$ cat config.mk
export PLATFORM = sky130hd
export DESIGN_NAME = lut_layer_pipe
export DESIGN_NICKNAME = d
export VERILOG_FILES = /design/src/rtl/lut_layer_pipe.sv
export SDC_FILE = /design/constraint.sdc
export NUM_CORES = 1
export LEC_CHECK = 0
export CORE_UTILIZATION = 35
export CTS_CLUSTER_SIZE = 30
export DETAILED_ROUTE_END_ITERATION = 8
export GPL_TIMING_DRIVEN = 0
export HOLD_SLACK_MARGIN = 0.06
export RECOVER_POWER = 100
export SYNTH_ARGS = -nofsm -noshare
export SYNTH_HDL_FRONTEND = slang
export SYNTH_SLANG_ARGS = --single-unit
$ cat constraint.sdc
create_clock -name clk -period 2.6 [get_ports clk]
set_input_delay 0.65 -clock clk [delete_from_list [all_inputs] [get_ports clk]]
set_output_delay 0.65 -clock clk [all_outputs]
set_load 0.02 [all_outputs]
$ cat src/rtl/lut_layer_pipe.sv
// Layer of NUM_NEURONS runtime-programmable truth tables behind a two-stage
// valid/ready pipeline: S1 registers the addresses, S2 registers the lookups.
module lut_layer_pipe #(
    parameter int NUM_NEURONS = 4,
    parameter int FAN_IN      = 3,
    parameter int IN_BITS     = 2,
    parameter int OUT_BITS    = 2,
    localparam int AW    = FAN_IN * IN_BITS,
    localparam int DEPTH = 2 ** AW,
    localparam int NW    = (NUM_NEURONS > 1) ? $clog2(NUM_NEURONS) : 1
) (
    input  logic                            clk,
    input  logic                            rst,
    input  logic                            in_valid,
    output logic                            in_ready,
    input  logic [NUM_NEURONS*AW-1:0]       in_addr,
    output logic                            out_valid,
    input  logic                            out_ready,
    output logic [NUM_NEURONS*OUT_BITS-1:0] out_data,
    input  logic                            cfg_we,
    input  logic [NW-1:0]                   cfg_neuron,
    input  logic [AW-1:0]                   cfg_addr,
    input  logic [OUT_BITS-1:0]             cfg_data,
    output logic [31:0]                     beat_count
);

    // Handshake: a stage advances when it is empty or the stage after it
    // advances; in_ready is therefore purely combinational from out_ready.
    // A beat moves on each edge where its producer's valid and consumer's
    // ready are both high; out_valid/out_data hold until out_ready.

    logic [OUT_BITS-1:0]             lut_q [NUM_NEURONS][DEPTH];
    logic [NUM_NEURONS*AW-1:0]       s1_addr_q;
    logic                            s1_valid_q;
    logic                            s2_valid_q;
    logic [NUM_NEURONS*OUT_BITS-1:0] out_data_q;
    logic [NUM_NEURONS*OUT_BITS-1:0] out_data_d;
    logic [31:0]                     beat_count_q;
    logic                            adv1;
    logic                            adv2;

    assign adv2       = !s2_valid_q || out_ready;
    assign adv1       = !s1_valid_q || adv2;
    assign in_ready   = adv1;
    assign out_valid  = s2_valid_q;
    assign out_data   = out_data_q;
    assign beat_count = beat_count_q;

    // Out-of-range neuron indices match no table, so those writes drop.
    always_ff @(posedge clk) begin
        if (rst) begin
            for (int n = 0; n < NUM_NEURONS; n++) begin
                for (int e = 0; e < DEPTH; e++) begin
                    lut_q[n][e] <= '0;
                end
            end
        end else if (cfg_we) begin
            for (int n = 0; n < NUM_NEURONS; n++) begin
                if (cfg_neuron == NW'(n)) begin
                    lut_q[n][cfg_addr] <= cfg_data;
                end
            end
        end
    end

    // Reads the pre-edge table, so a same-cycle write is seen by later beats only.
    always_comb begin
        out_data_d = '0;
        for (int n = 0; n < NUM_NEURONS; n++) begin
            out_data_d[n*OUT_BITS +: OUT_BITS] = lut_q[n][s1_addr_q[n*AW +: AW]];
        end
    end

    always_ff @(posedge clk) begin
        if (rst) begin
            s1_addr_q    <= '0;
            s1_valid_q   <= 1'b0;
            s2_valid_q   <= 1'b0;
            out_data_q   <= '0;
            beat_count_q <= '0;
        end else begin
            if (adv1) begin
                s1_valid_q <= in_valid;
                s1_addr_q  <= in_addr;
            end
            if (adv2) begin
                s2_valid_q <= s1_valid_q;
                if (s1_valid_q) begin
                    out_data_q <= out_data_d;
                end
            end
            if (s2_valid_q && out_ready) begin
                beat_count_q <= beat_count_q + 32'd1;
            end
        end
    end

endmodule

# After elaboration in Yosys (flattened, before gate mapping)
# Memory sizes are Yosys's and may differ from the RTL's.
# Cells that the tools add are included.
# W data, S select, Z words.
[op_classes]
addsub = 1
order_cmp = 6
eq_ne = 3
muxes = 544
bitwise = 517
reduce_logical = 8
[ops]
columns = ["operator", "count"]
rows = [
  ["$mux W1", 526],
  ["$mux W128", 4],
  ["$or A1 B1 Y1", 512],
  ["$bmux W2 S6", 4],
  ["$ge A7 B7 Y1 const B", 5],
  ["$not A6 Y7", 5],
  ["$add A32 B1 Y32 const B", 1],
  ["$mux W2", 9],
  ["$demux W2 S6", 1],
  ["$lt A7 B1 Y1 const B", 1],
  ["$eq A2 B2 Y1 const B", 2],
  ["$eq A2 B1 Y1 const B", 1],
  ["$logic_and A1 B1 Y1", 2],
  ["$logic_not A1 Y1", 2],
  ["$logic_not A2 Y1", 1],
  ["$logic_or A1 B1 Y1", 2],
  ["$reduce_and A2 Y1", 1],
]
[totals]
reg_bits = 66
mem_bits_rw = 512
in_bits = 39
out_inout_bits = 42
wordCells = 1085
memories = 1
[mem_list]
columns = ["name", "words", "width", "rd", "rd_ports_with_merged_regs", "write_ports", "line_no", "rtl"]
rows = [
  ["lut_q", 4, 128, 4, 0, 4, "32", "logic [OUT_BITS-1:0] lut_q [NUM_NEURONS][DEPTH];"],
]

# Depth between registers and ports, before layout
[depth]
ltp_word = 7
ltp_mapped = 8
ltp_nobuf = 6

# Worst setup path before layout
# Ideal clock, no wire load.
[synth_path]
path_kind = "input to register"
startpoint = "input cfg_data[0]"
endpoint = "memory lut_q[1][0] (netlist bit) (data pin)"
setup_ns = 0.370
arrival_ns = 2.124
t_required_ns = 2.230
slack_ns = 0.106
path_stages = 3
path_buffers = 2
cell_sequence = "clkbuf_1 > clkbuf_1 > and2_1"
[synth_rtl]
columns = ["element", "line_no", "rtl"]
rows = [
  ["start: declaration", "23", "input logic [OUT_BITS-1:0] cfg_data,"],
  ["end: declaration", "32", ""],
]

==> run summary <==
arrival time of the worst setup path - 2.99 ns
IO Count - 81
Post-CTS Hold Buffers - 0
top-area cell type share of the netlist area - 29.2%
Syn-to-layout area delta - 19.1%
Worst Path Required - 2.96 ns
vias in the first global route - 21.6k
core box area - 74700 µm²
final setup fails - 6
ys flop type - dfxtp_1
Power per Cell Area - 659 nW/µm²
nets - 2751
unrepaired setup endpoints after global routing - false
largest net degree at the start of global routing - 35
clock-pin slew on the worst setup and hold paths - 0.06 ns
row count - 100
Hold WS - 0.457 ns
Lkg Pwr - 10.8 nW
setup ws final - -0.0300 ns
Tcrit/Tclk final - 101%
maximum vdd drop - 0.631 mV
crit end category - register
post-DR vias/cell - 5.99
fin crit period - 2.63 ns
total track usage - 26.9%
Hold Violations, Final - 0
asr flop ratio synth - 0%
initial core utilization - 35.5%
clock skew - 0.0154 ns
#FFs+latches synth - 578
DIE AREA - 76900 µm²
total CTS buffers - 60
Initial DRT Pass Iterations - 7
fraction of layout cells with a size suffix above 1 - 16.7%
critical path class - in -> reg
cell with the most instances after synthesis - nand2_1
maxcap violations - 0
Slew HR - 26.5%
GRT overflow - 0
Synth Area per Inst - 10.5 µm²
wire per inst - 28.1 µm
Distinct cells, synth - 54
Initial DRC Count - 2968
Startpoint Class - primary input
remaining antenna violation count after routing - 0
DRC - 0
Vias - 22.4k
GPL Wtd Cong - 0.977
Overall Power - 20.8 mW
Die X - 277 µm
later-pin clock latency in the skew report - 0.65 ns
synth cell count leaders - 372 x nand2_1, 320 x dfxtp_1, 303 x nor2_1, 258 x edfxtp_1, 228 x a21oi_1
post-synthesis sequential area ratio - 53.3%
Area contributors post-synth - edfxtp_1 29%, dfxtp_1 24%, mux4_2 12%
Mapped Area - 26500 µm²
Max clock buf depth - 3
Pins Over Slew Limit - 0
Net Count, Synth - 2576
clock root buffer - clkbuf_16
yosys warns - 0
Post-synth EDFFs - 258
first-pass GRT wire length - 150000 µm
DRT Wirelength - 105000 µm
failing checks - setup timing
Min-Delay Path Class - reg -> reg
clock sinks - 578
run status - finished with violations
CTS tree - done
FMAX - 380 MHz
H-Tree Depth - 2
Die Y - 277 µm
post-DP HPWL - 74000 µm
cell count after synthesis - 2536
# port buffers - 80
largest area contributor in the netlist - edfxtp_1
CP max FO - 10
worst slew pin tran - 1.10 ns
Place WS - -1.99 ns
initial antenna violation count - 3
-- flip-flops by register name, indices dropped and copies added (netlist names) --
register	cells
s1_addr_q	24
lut_q	512
out_data	8
s1_valid_q	1
beat_count	32
out_valid	1
-- where the power goes --
group	internal (mW)	total (mW)	switching [mW]
clock	5.50	9.29	3.80
combinational	0.548	1.64	1.09
sequential	9.77	9.88	0.118
total	15.8	20.8	5.01
-- routing by layer --
| metal | share of wire [%] | GRT usage, % | wire [µm] | up-vias |
|---|---|---|---|---|
| met1 | 39 | 34.9 | 40700 | 11000 |
| met3 | 12 | 8.01 | 12800 | 323 |
| met2 | 43 | 40.2 | 45300 | 1465 |
| met4 | 5.9 | 14.6 | 6170 | 4 |
| li1 | - | - | - | 9540 |
| met5 | 0.090 | 0 | 95 | - |
-- final timing paths --
check,from,to,slack [ns],cells past startpoint
worst max-delay path,cfg_addr[5],lut_q[0][85],-0.03,7
worst min-delay path,lut_q[3][74],lut_q[3][74],0.46,2
worst max register to register,s1_addr_q[14],out_data[4],0.04,7
worst min register to register,lut_q[3][74],lut_q[3][74],0.46,2
-- kinds of logic after synthesis --
family          share of synthesized area (%)
buf+inv                                  3.38
fa+ha+maj                              0.0471
flops                                    53.3
xor+xnor                                0.693
compound gates                           11.6
mux                                      14.6
simple gates                             16.3
-- through the flow --
| step | cells | TNS, ns | utilization [%] | cell area (µm²) |
|---|---|---|---|---|
| after floorplan | 2536 | 0 | - | 26500 |
| after global placement | 3585 | -1075.53 | 38.2 | 28500 |
| after detailed placement | 3606 | -810.80 | 38.7 | 28900 |
| after CTS | 3721 | -0.0637 | 42.2 | 31500 |
| after global routing | 3729 | 0 | 42.3 | 31600 |
| final | 3735 | -0.0800 | 42.3 | 31600 |
-- cells in the final DEF (no fill, tap or decap), types with 8 or more instances in the layout --
cell type	count
clkbuf_8	9
xnor2_1	14
nor2_4	9
o21bai_1	61
clkbuf_16	61
clkdlybuf4s50_1	34
nor2_1	288
a21oi_1	227
clkbuf_4	8
clkinv_2	14
bufinv_16	10
buf_2	25
or3_1	14
clkbuf_2	57
nand2_1	356
edfxtp_1	258
dfxtp_1	317
and3_1	11
nand2_2	12
and3b_1	9
nor2b_1	10
buf_6	17
mux2i_1	72
nand4_1	10
nand2b_1	15
nor3_1	15
clkbuf_1	125
dlygate4sd3_1	42
a22oi_1	26
nand3_1	118
mux4_2	136
a21o_1	63
o22a_1	8
mux2_2	8
nor3b_1	9
buf_4	19
o21ai_0	127
-- critical path, cell delays in order --
cell             delay [ns]
clkdlybuf4s50_1        0.53
clkbuf_2               0.26
nand2b_1               0.26
clkbuf_2               0.32
nor3_4                 0.50
buf_4                  0.30
a21o_1                 0.17
-- cell type report --
cell class                      instances  area [µm²]
Buffer                                211         971
Antenna cell                            6        15.0
Clock buffer                           76        1660
Tap cell                              969        1210
Timing Repair Buffer                  122        1180
Sequential cell                       578       14200
Multi-Input combinational cell       1733       11900
Fill cell                            7079       43100
Clock inverter                         35         438
Inverter                                5        26.3
-- timing repair --
item | 4_1_cts | 5_1_grt
pin swaps | 2 | 6
resized for setup | 154 | 71
setup buffers | 12 | 9
endpoints found under the setup margin | 780 | 472
No activity file was read; power rests on OpenSTA's default activity.
